===== src/rtl/nird_riu2_coder.sv =====
// nird_riu2_coder: two-stage riu2 coder for NI/RD sign patterns with frame sequencing and backpressure
module nird_riu2_coder #(
  parameter int P = 8,
  parameter int FRAME_PIX = 676,
  localparam int CW = $clog2(P + 2),
  localparam int JW = $clog2((P + 2) * (P + 2)),
  localparam int NW = $clog2(FRAME_PIX + 1)
) (
  input  logic          clk,
  input  logic          rst,
  input  logic          mode_i,
  input  logic          done_i,
  input  logic [P-1:0]  ni_bits_i,
  input  logic [P-1:0]  rd_bits_i,
  output logic          ready_o,
  input  logic          ready_i,
  output logic [CW-1:0] ni_o,
  output logic [CW-1:0] rd_o,
  output logic [JW-1:0] joint_o,
  output logic          done_o,
  output logic          progress_done_o,
  output logic          err_o
);
  typedef enum logic [1:0] {IDLE, RUN, DRAIN} state_t;
  state_t state;
  logic [NW-1:0] in_cnt, out_cnt;
  logic mode_q, v1, en, acc, xfer;
  logic [P-1:0] ni_q, rd_q;
  logic [CW-1:0] ni_c, rd_c;
  logic [JW-1:0] joint_c;
  // uniform patterns have at most two circular transitions; all others share code P+1
  function automatic logic [CW-1:0] riu2(input logic [P-1:0] b);
    logic [P-1:0] t;
    logic [CW-1:0] u, c;
    t = b ^ {b[0], b[P-1:1]};
    u = '0;
    c = '0;
    for (int i = 0; i < P; i++) begin
      u += CW'(t[i]);
      c += CW'(b[i]);
    end
    return (u <= CW'(2)) ? c : CW'(P + 1);
  endfunction
  assign en = ~done_o | ready_i;
  assign ready_o = en & (state != DRAIN) & ~rst;
  assign acc = done_i & ready_o;
  assign xfer = done_o & ready_i;
  assign ni_c = riu2(ni_q);
  assign rd_c = riu2(rd_q);
  assign joint_c = mode_q ? JW'(ni_c) * JW'(P + 2) + JW'(rd_c) : '0;
  always_ff @(posedge clk) begin
    if (rst) begin
      state <= IDLE;
      in_cnt <= '0;
      out_cnt <= '0;
      mode_q <= 1'b0;
      v1 <= 1'b0;
      ni_q <= '0;
      rd_q <= '0;
      ni_o <= '0;
      rd_o <= '0;
      joint_o <= '0;
      done_o <= 1'b0;
      progress_done_o <= 1'b0;
      err_o <= 1'b0;
    end else begin
      progress_done_o <= 1'b0;
      if (en) begin
        v1 <= acc;
        if (acc) begin
          ni_q <= ni_bits_i;
          rd_q <= rd_bits_i;
        end
        done_o <= v1;
        ni_o <= ni_c;
        rd_o <= rd_c;
        joint_o <= joint_c;
      end
      if (done_i && !ready_o) err_o <= 1'b1;
      if (xfer) out_cnt <= out_cnt + NW'(1);
      case (state)
        IDLE: if (acc) begin
          mode_q <= mode_i;
          err_o <= 1'b0;
          in_cnt <= NW'(1);
          state <= (FRAME_PIX == 1) ? DRAIN : RUN;
        end
        RUN: if (acc) begin
          in_cnt <= in_cnt + NW'(1);
          if (in_cnt + NW'(1) == NW'(FRAME_PIX)) state <= DRAIN;
        end
        DRAIN: if (xfer && out_cnt + NW'(1) == NW'(FRAME_PIX)) begin
          state <= IDLE;
          in_cnt <= '0;
          out_cnt <= '0;
          progress_done_o <= 1'b1;
        end
        default: state <= IDLE;
      endcase
    end
  end
endmodule


===== config.mk =====
export PLATFORM = sky130hd
export DESIGN_NAME = nird_riu2_coder
export DESIGN_NICKNAME = d
export VERILOG_FILES = /design/src/rtl/nird_riu2_coder.sv
export SDC_FILE = /design/constraint.sdc
export NUM_CORES = 1
export LEC_CHECK = 0
export BUFFER_PORTS_ARGS = -buffer_cell sky130_fd_sc_hd__buf_2
export CAP_MARGIN = 5
export CORE_MARGIN = 3
export CORE_UTILIZATION = 55
export DETAILED_ROUTE_END_ITERATION = 8
export GPL_TIMING_DRIVEN = 0
export PLACE_DENSITY = 0.85
export SYNTH_ARGS = -nofsm -noshare
export SYNTH_HDL_FRONTEND = slang
export SYNTH_SLANG_ARGS = --single-unit
export TNS_END_PERCENT = 5

===== constraint.sdc =====
create_clock -name clk -period 5.9 [get_ports clk]
set_input_delay 0.885 -clock clk [delete_from_list [all_inputs] [get_ports clk]]
set_output_delay 0.885 -clock clk [all_outputs]
set_load 0.1 [all_outputs]

==> metrics.txt, run 1 <==
CTS Sinks=58; Final Cycle Share=0.8717; P_int=0.9844 mW; global-route wire length before repair=13830 um; Longest Clk Path Bufs=2; port bufs=39; Critical Path Fanout Max=4; Slew Limit Fails=0; Initial Util=0.5863; worst hold margin=around 0.45 ns; area grow syn2layout=14.13%; P_sw=about 0.75 mW; sequential power share=0.269; Buffers & Inverters on Critical Path=3; Skew-Pair Late Insertion Delay=0.35 ns; # hold bufs at CTS=0; Post-CTS Setup Bufs=0; Synth cell types=59; WL/cell=15.15 um; FF-to-FF End=joint_o[6]; Placed Cells=524; pin count of the biggest net entering global routing=11; die area=7542 sq um; reg-to-reg critical path startpoint=ni_q[0]; Post-DP HPWL=6198 um; Power Dens Cells=roughly 420 nW/um^2; CTS tree=built; CP Launch Point=ni_q[0]; Mapped Area=about 3600 sq um; Syn Area/Cell=8.768 sq um; Sum Neg Setup Slack=0 ns; Warnings, synthesis=0; Syn Nets=between 400 and 500; worst hold path class=reg -> reg; CTS buffer count=9; layout cells sized above 1=0.1398; min-delay src=rd_o[1]; Top Ports=40; Worst R2R Path Depth=17; most used cell, CP=fa_1; delay-heaviest family, CP=adder cells; Mapped Cells=410; post-cts sizing count=0; # rows=28; Clock Skews=0.008401 ns; critical path endpoint=joint_o[6]; Lkg Pwr=1.823 nW; Max Clk Rate=194.4 MHz; post-synthesis sequential area ratio=0.3230; critical path type=reg -> reg; CP arrival=5.36 ns; Clk network pwr share=0.236; overall die width=86.85 um; gr usage total=0.2347; worst-margin pin slew=between 0.5 and 0.6 ns; top_reg_cell synth=dfxtp_1; Worst slew margin=0.6403; Seq cells post-synth=58; die height=86.85 um; Switching Fraction=0.4315; fraction of registers with async set/reset=0; Worst R2R Setup Slack=between 0.7 and 0.8 ns; overall power=1.732 mW; DRT iter0 DRCs=168; gpl congestion=0.8566; DRT Wirelength=8180 um; Final Hold Vio Count=0; CP Cell Sequence=ha_1, inv_1, fa_1, fa_1, inv_1, fa_1, ha_1, fa_1, o22ai_1, and3_1, ha_1, ha_1, inv_1, fa_1, nand3b_1, xnor3_1, o32ai_1; Post-Layout Cell Count=540; first-pass iteration count of the detailed router=4; core area=6131 sq um; Combinational Power Share=0.495; clk slew on worst S/H paths=0.07 ns; crit end category=flop; total gr overflow=0; Final ANT Viol Nets=0; Clock Tree Root=clkbuf_8; initial antenna violation count=0; max incr delay on CP=around 0.54 ns; critical path launch point type=flop; Final #Nets=526; Final Critical Period=roughly 5.1 ns; Crit-path slowest cell=fa_1; RSZ-0062 raised after global routing=no; Vias=3083; Ant. Diodes=0; setup violators final=0; drt drc=0; EDFF count, synth=0; vias per cell=5.709; outcome=finished clean; H-tree levels=3; critical path depth=17; Peak VDD IR=~0.33 mV; Max Cap Viol=0; vias in the first global route=3035; Critical Path RT=6.11 ns
==> cells in the final DEF, fill, tap and decap left out, types with 2 or more instances in the layout <==
cell type  instances
and4_2             2
buf_1              2
nand4_1            5
buf_2             40
a22oi_1            3
bufinv_16          2
a211oi_1           2
nor2b_1            2
nand3b_1           2
clkinv_2           2
o21ai_0           13
dfxtp_1           58
xnor2_1           15
a31oi_1            5
clkbuf_1          10
nand3_1           13
xor2_1            14
a311oi_1           5
and3_1             7
inv_1             40
fa_1              18
nand2_1           59
nor3_1             7
a21oi_1           14
and2_1             5
o32ai_1            2
nor2_1            32
clkbuf_8          10
o31ai_1            8
or4_1              2
ha_1              27
or3_1              3
a21o_1             6
==> area by class of cell <==
class | instances | area [sq um]
Buffer | 14 | 66.31
Clock buffer | 11 | 141.4
Tap cell | 75 | 93.84
Fill cell | 471 | 2028
Sequential cell | 58 | 1161
Clock inverter | 5 | 77.57
Inverter | 41 | 153.9
Timing Repair Buffer | 39 | 195.2
Multi-Input combinational cell | 297 | 2213
==> tightest hold or removal path, stage by stage, from the launching register on <==
cell,delay [ns]
dfxtp_1,0.31
nand2_1,0.05
a21oi_1,0.05
==> Yosys cell counts, types with 3 or more instances <==
library cell   n  area [sq um]
nand2_1       59         221.5
dfxtp_1       58          1161
inv_1         40         150.1
nor2_1        32         120.1
ha_1          27         337.8
fa_1          18         360.4
xnor2_1       15         131.4
a21oi_1       14         70.07
xor2_1        14         122.6
nand3_1       13         65.06
o21ai_0       13         65.06
clkbuf_1       9         33.78
o31ai_1        8         60.06
and3_1         7         43.79
nor3_1         7         35.03
a21o_1         6         45.04
a311oi_1       5         43.79
a31oi_1        5         31.28
and2_1         5         31.28
nand4_1        5         31.28
a22oi_1        3         22.52
or3_1          3         18.77
==> worst min path at each step <==
stage,end,slack [ns],cells after the start
after floorplan,done_o,0.44,2
after global placement,rd_o[1],0.44,2
after detailed placement,rd_o[1],0.44,2
after CTS,rd_o[1],0.45,2
after global routing,ni_o[1],0.46,2
final,rd_o[1],0.45,2
==> routing by layer <==
metal	track usage	vias up	wire, um
met2	0.3616	104	3774
li1	-	1498	-
met3	0.06274	12	583
met1	0.3132	1469	3685
met5	0	-	0
met4	0.09207	0	136
==> logic make-up after synthesis <==
logic type / after synthesis / share of synthesized area
fa+ha+maj: 45 / 0.1942
compound gates: 71 / 0.1389
flops: 58 / 0.3230
buf+inv: 55 / 0.06126
mux: 2 / 0.005917
simple gates: 149 / 0.1998
xor+xnor: 30 / 0.07692
==> state kept, by name, indices dropped and copies added (netlist names) <==
| register | cells |
|---|---|
| mode_q | 1 |
| in_cnt | 10 |
| rd_q | 8 |
| out_cnt | 10 |
| err_o | 1 |
| rd_o | 4 |
| progress_done_o | 1 |
| ni_q | 8 |
| ni_o | 4 |
| joint_o | 7 |
| state | 2 |
| v1 | 1 |
| done_o | 1 |
==> power groups by stage <==
| stage | logic, mW | registers [mW] | clock network (mW) |
|---|---|---|---|
| after detailed placement | 0.849 | 0.472 | 0 |
| after CTS | 0.860 | 0.464 | 0.417 |
| final | 0.857 | 0.465 | 0.409 |
| after global routing | 0.949 | 0.470 | 0.433 |
| after floorplan | 0.511 | 0.637 | 0 |
| after global placement | 0.813 | 0.472 | 0 |
==> per-stage QoR <==
stage	worst slack, ns	instance area (sq um)	utilization
after floorplan	1.173	3595	-
after global placement	0.9026	3884	0.6335
after detailed placement	0.7705	3884	0.6335
after CTS	0.7506	4103	0.6692
after global routing	0.5119	4103	0.6692
final	0.7572	4103	0.6692
Note: power is estimated with default switching activity, not from simulation.
==> run 2, diff against run 1 <==
CORE_MARGIN = default   (was 3)
==> run 2 against run 1 <==
  * Maximum frequency rose by 0.15%
  * Power fell by 4.7%
  * Routed wire length grew 1.1%
  * Clock skew is 0.0021 ns lower
  * Register-to-register slack hardly changed
  * Sequential cell count stayed put
  * Global-route usage is 2.4 points higher
  * Core utilization down 2.6 points
  * Via count down 1.4%
  * Worst hold slack improved by 0.0051 ns
  * Combinational power is 0.5% higher
  * Critical endpoint unchanged
  * Largest cell class unchanged
  * Largest power group unchanged
==> metrics.txt, run 2 (same netlist as run 1, synthesis figures left out) <==
Post-DP HPWL=6092 um (-1.7%); WHS Path Cells=2 (unchanged); CTS buffer count=9 (unchanged); Critical Path RT=6.11 ns (about the same); highest-count cells in the layout ignoring fill and taps=nand2_1 (59), dfxtp_1 (58), inv_1 (40), buf_2 (40), nor2_1 (32); worst hold path class=reg -> reg; commonest non-fill, non-tap cell in the layout=nand2_1; biggest regs=in_cnt: 10 flops, out_cnt: 10 flops; Max Cap Viol=0 (unchanged); Initial Util=0.5694 (-0.01696); gpl congestion=0.8933 (+4.3%); overall die width=82.85 um (-4.6%); layout cells sized above 1=0.1398 (unchanged); CTS tree=built; port bufs=39 (unchanged); clk slew on worst S/H paths=0.06 ns (about the same); pin count of the biggest net entering global routing=11 (unchanged); gr usage total=0.2591 (+0.02448); Highest Signal Layer=met4; outcome=finished clean; WL/cell=15.26 um (+0.73%); Max Clk Rate=194.7 MHz (+0.15%); Power Dens Cells=406.8 nW/um^2 (-3.6%); vias per cell=5.607 (-1.8%); Final ANT Viol Nets=0 (unchanged); Vias=3039 (-1.4%); wire length on met2=3939 um (+4.4%); core area=6314 sq um (+3.0%); Peak VDD IR=0.3708 mV (+11%); DRT Wirelength=8270 um (+1.1%); Final WS setup=0.7647 ns (+0.007501 ns); post-cts sizing count=0 (unchanged); RSZ-0062 raised after global routing=no; Final Critical Period=5.135 ns (-0.007501 ns); Ant. Diodes=0 (unchanged); initial antenna violation count=0 (unchanged); crit end category=flop; DRT iter0 DRCs=187 (+11%); worst hold margin=0.4531 ns (+0.005063 ns); # hold bufs at CTS=0 (unchanged); WL met3=300 um (-49%); wire length on met1=3797 um (+3.0%); Fillers=547 (+16%); Lkg Pwr=1.799 nW (-1.3%); Skew-Pair Late Insertion Delay=0.34 ns (about the same); first-pass iteration count of the detailed router=4 (unchanged); vias in the first global route=3087 (+1.7%); Final Hold Vio Count=0 (unchanged); Worst slew margin=0.6185 (-0.02181); total gr overflow=0 (unchanged); Final #Nets=526 (unchanged); Post-CTS Setup Bufs=0 (unchanged); global-route wire length before repair=14160 um (+2.4%); critical path launch point type=flop; CTS Sinks=58 (unchanged); Final Cycle Share=0.8704 (-0.001271); Top Ports=40 (unchanged); worst-margin pin slew=0.5722 ns (+0.03272 ns); die area=6863 sq um (-9.0%); Longest Clk Path Bufs=2 (unchanged); Critical Path Fanout Max=4 (unchanged); # rows=29 (+3.6%); drt drc=0 (unchanged); die height=82.85 um (-4.6%); setup violators final=0 (unchanged); critical path type=reg -> reg; H-tree levels=3 (unchanged); area grow syn2layout=12.88%; Clock Skews=0.006274 ns (-0.002128 ns); Sum Neg Setup Slack=0 ns (unchanged); Setup WS pre-CTS=0.8290 ns (+0.05853 ns); Worst R2R Path Depth=17 (unchanged); Slew Limit Fails=0 (unchanged); CP arrival=5.34 ns (-0.02 ns); Clock Tree Root=clkbuf_8
-- run 2: cell types whose count changed in the layout (fill, tap and decap cells not counted) --
| cell | previous run | this run |
|---|---|---|
| bufinv_16 | 2 | 0 |
| clkinv_2 | 2 | 3 |
| clkinvlp_4 | 1 | 2 |
-- run 2: where the power goes --
part,internal (mW),switching (mW)
clock,0.161,0.162
combinational,0.303,0.557
sequential,0.433,0.0341
total,0.897,0.753
-- run 2: cell type report --
class	instances	area, sq um	area share
Multi-Input combinational cell	297	2213	0.5455
Sequential cell	58	1161	0.2862
Timing Repair Buffer	39	195.2	0.04810
Inverter	41	153.9	0.03793
Clock buffer	11	141.4	0.03484
Tap cell	77	96.34	0.02374
Buffer	14	66.31	0.01634
Clock inverter	5	30.03	0.007401
-- run 2: worst max-delay path: stages, from the launching register on --
cell	delay [ns]
dfxtp_1	0.37
ha_1	0.31
inv_1	0.06
fa_1	0.50
fa_1	0.54
inv_1	0.05
fa_1	0.51
ha_1	0.26
fa_1	0.39
o22ai_1	0.24
and3_1	0.32
ha_1	0.27
ha_1	0.19
inv_1	0.07
fa_1	0.46
nand3b_1	0.19
xnor3_1	0.19
o32ai_1	0.07
-- run 2: worst paths after layout --
check        slack (ns)          to  startpoint
min reg2reg        0.45     ni_o[2]     ni_o[2]
max reg2reg        0.76  joint_o[6]     ni_q[0]
max                0.76  joint_o[6]     ni_q[0]
min                0.45     ni_o[2]     ni_o[2]
-- run 2: metrics by stage --
stage	cells	util	instance area, sq um	power (mW)
after global placement	526	0.6155	3886	1.282
after detailed placement	526	0.6155	3886	1.320
after global routing	542	0.6427	4058	1.766
after CTS	542	0.6427	4058	1.651
after floorplan	410	-	3595	1.148
final	542	0.6427	4058	1.651
-- run 2: metal layers --
layer | up-vias | track usage
met5 | - | 0
met4 | 0 | 0.1317
met3 | 18 | 0.03976
met2 | 70 | 0.4300
met1 | 1454 | 0.3278
li1 | 1497 | -
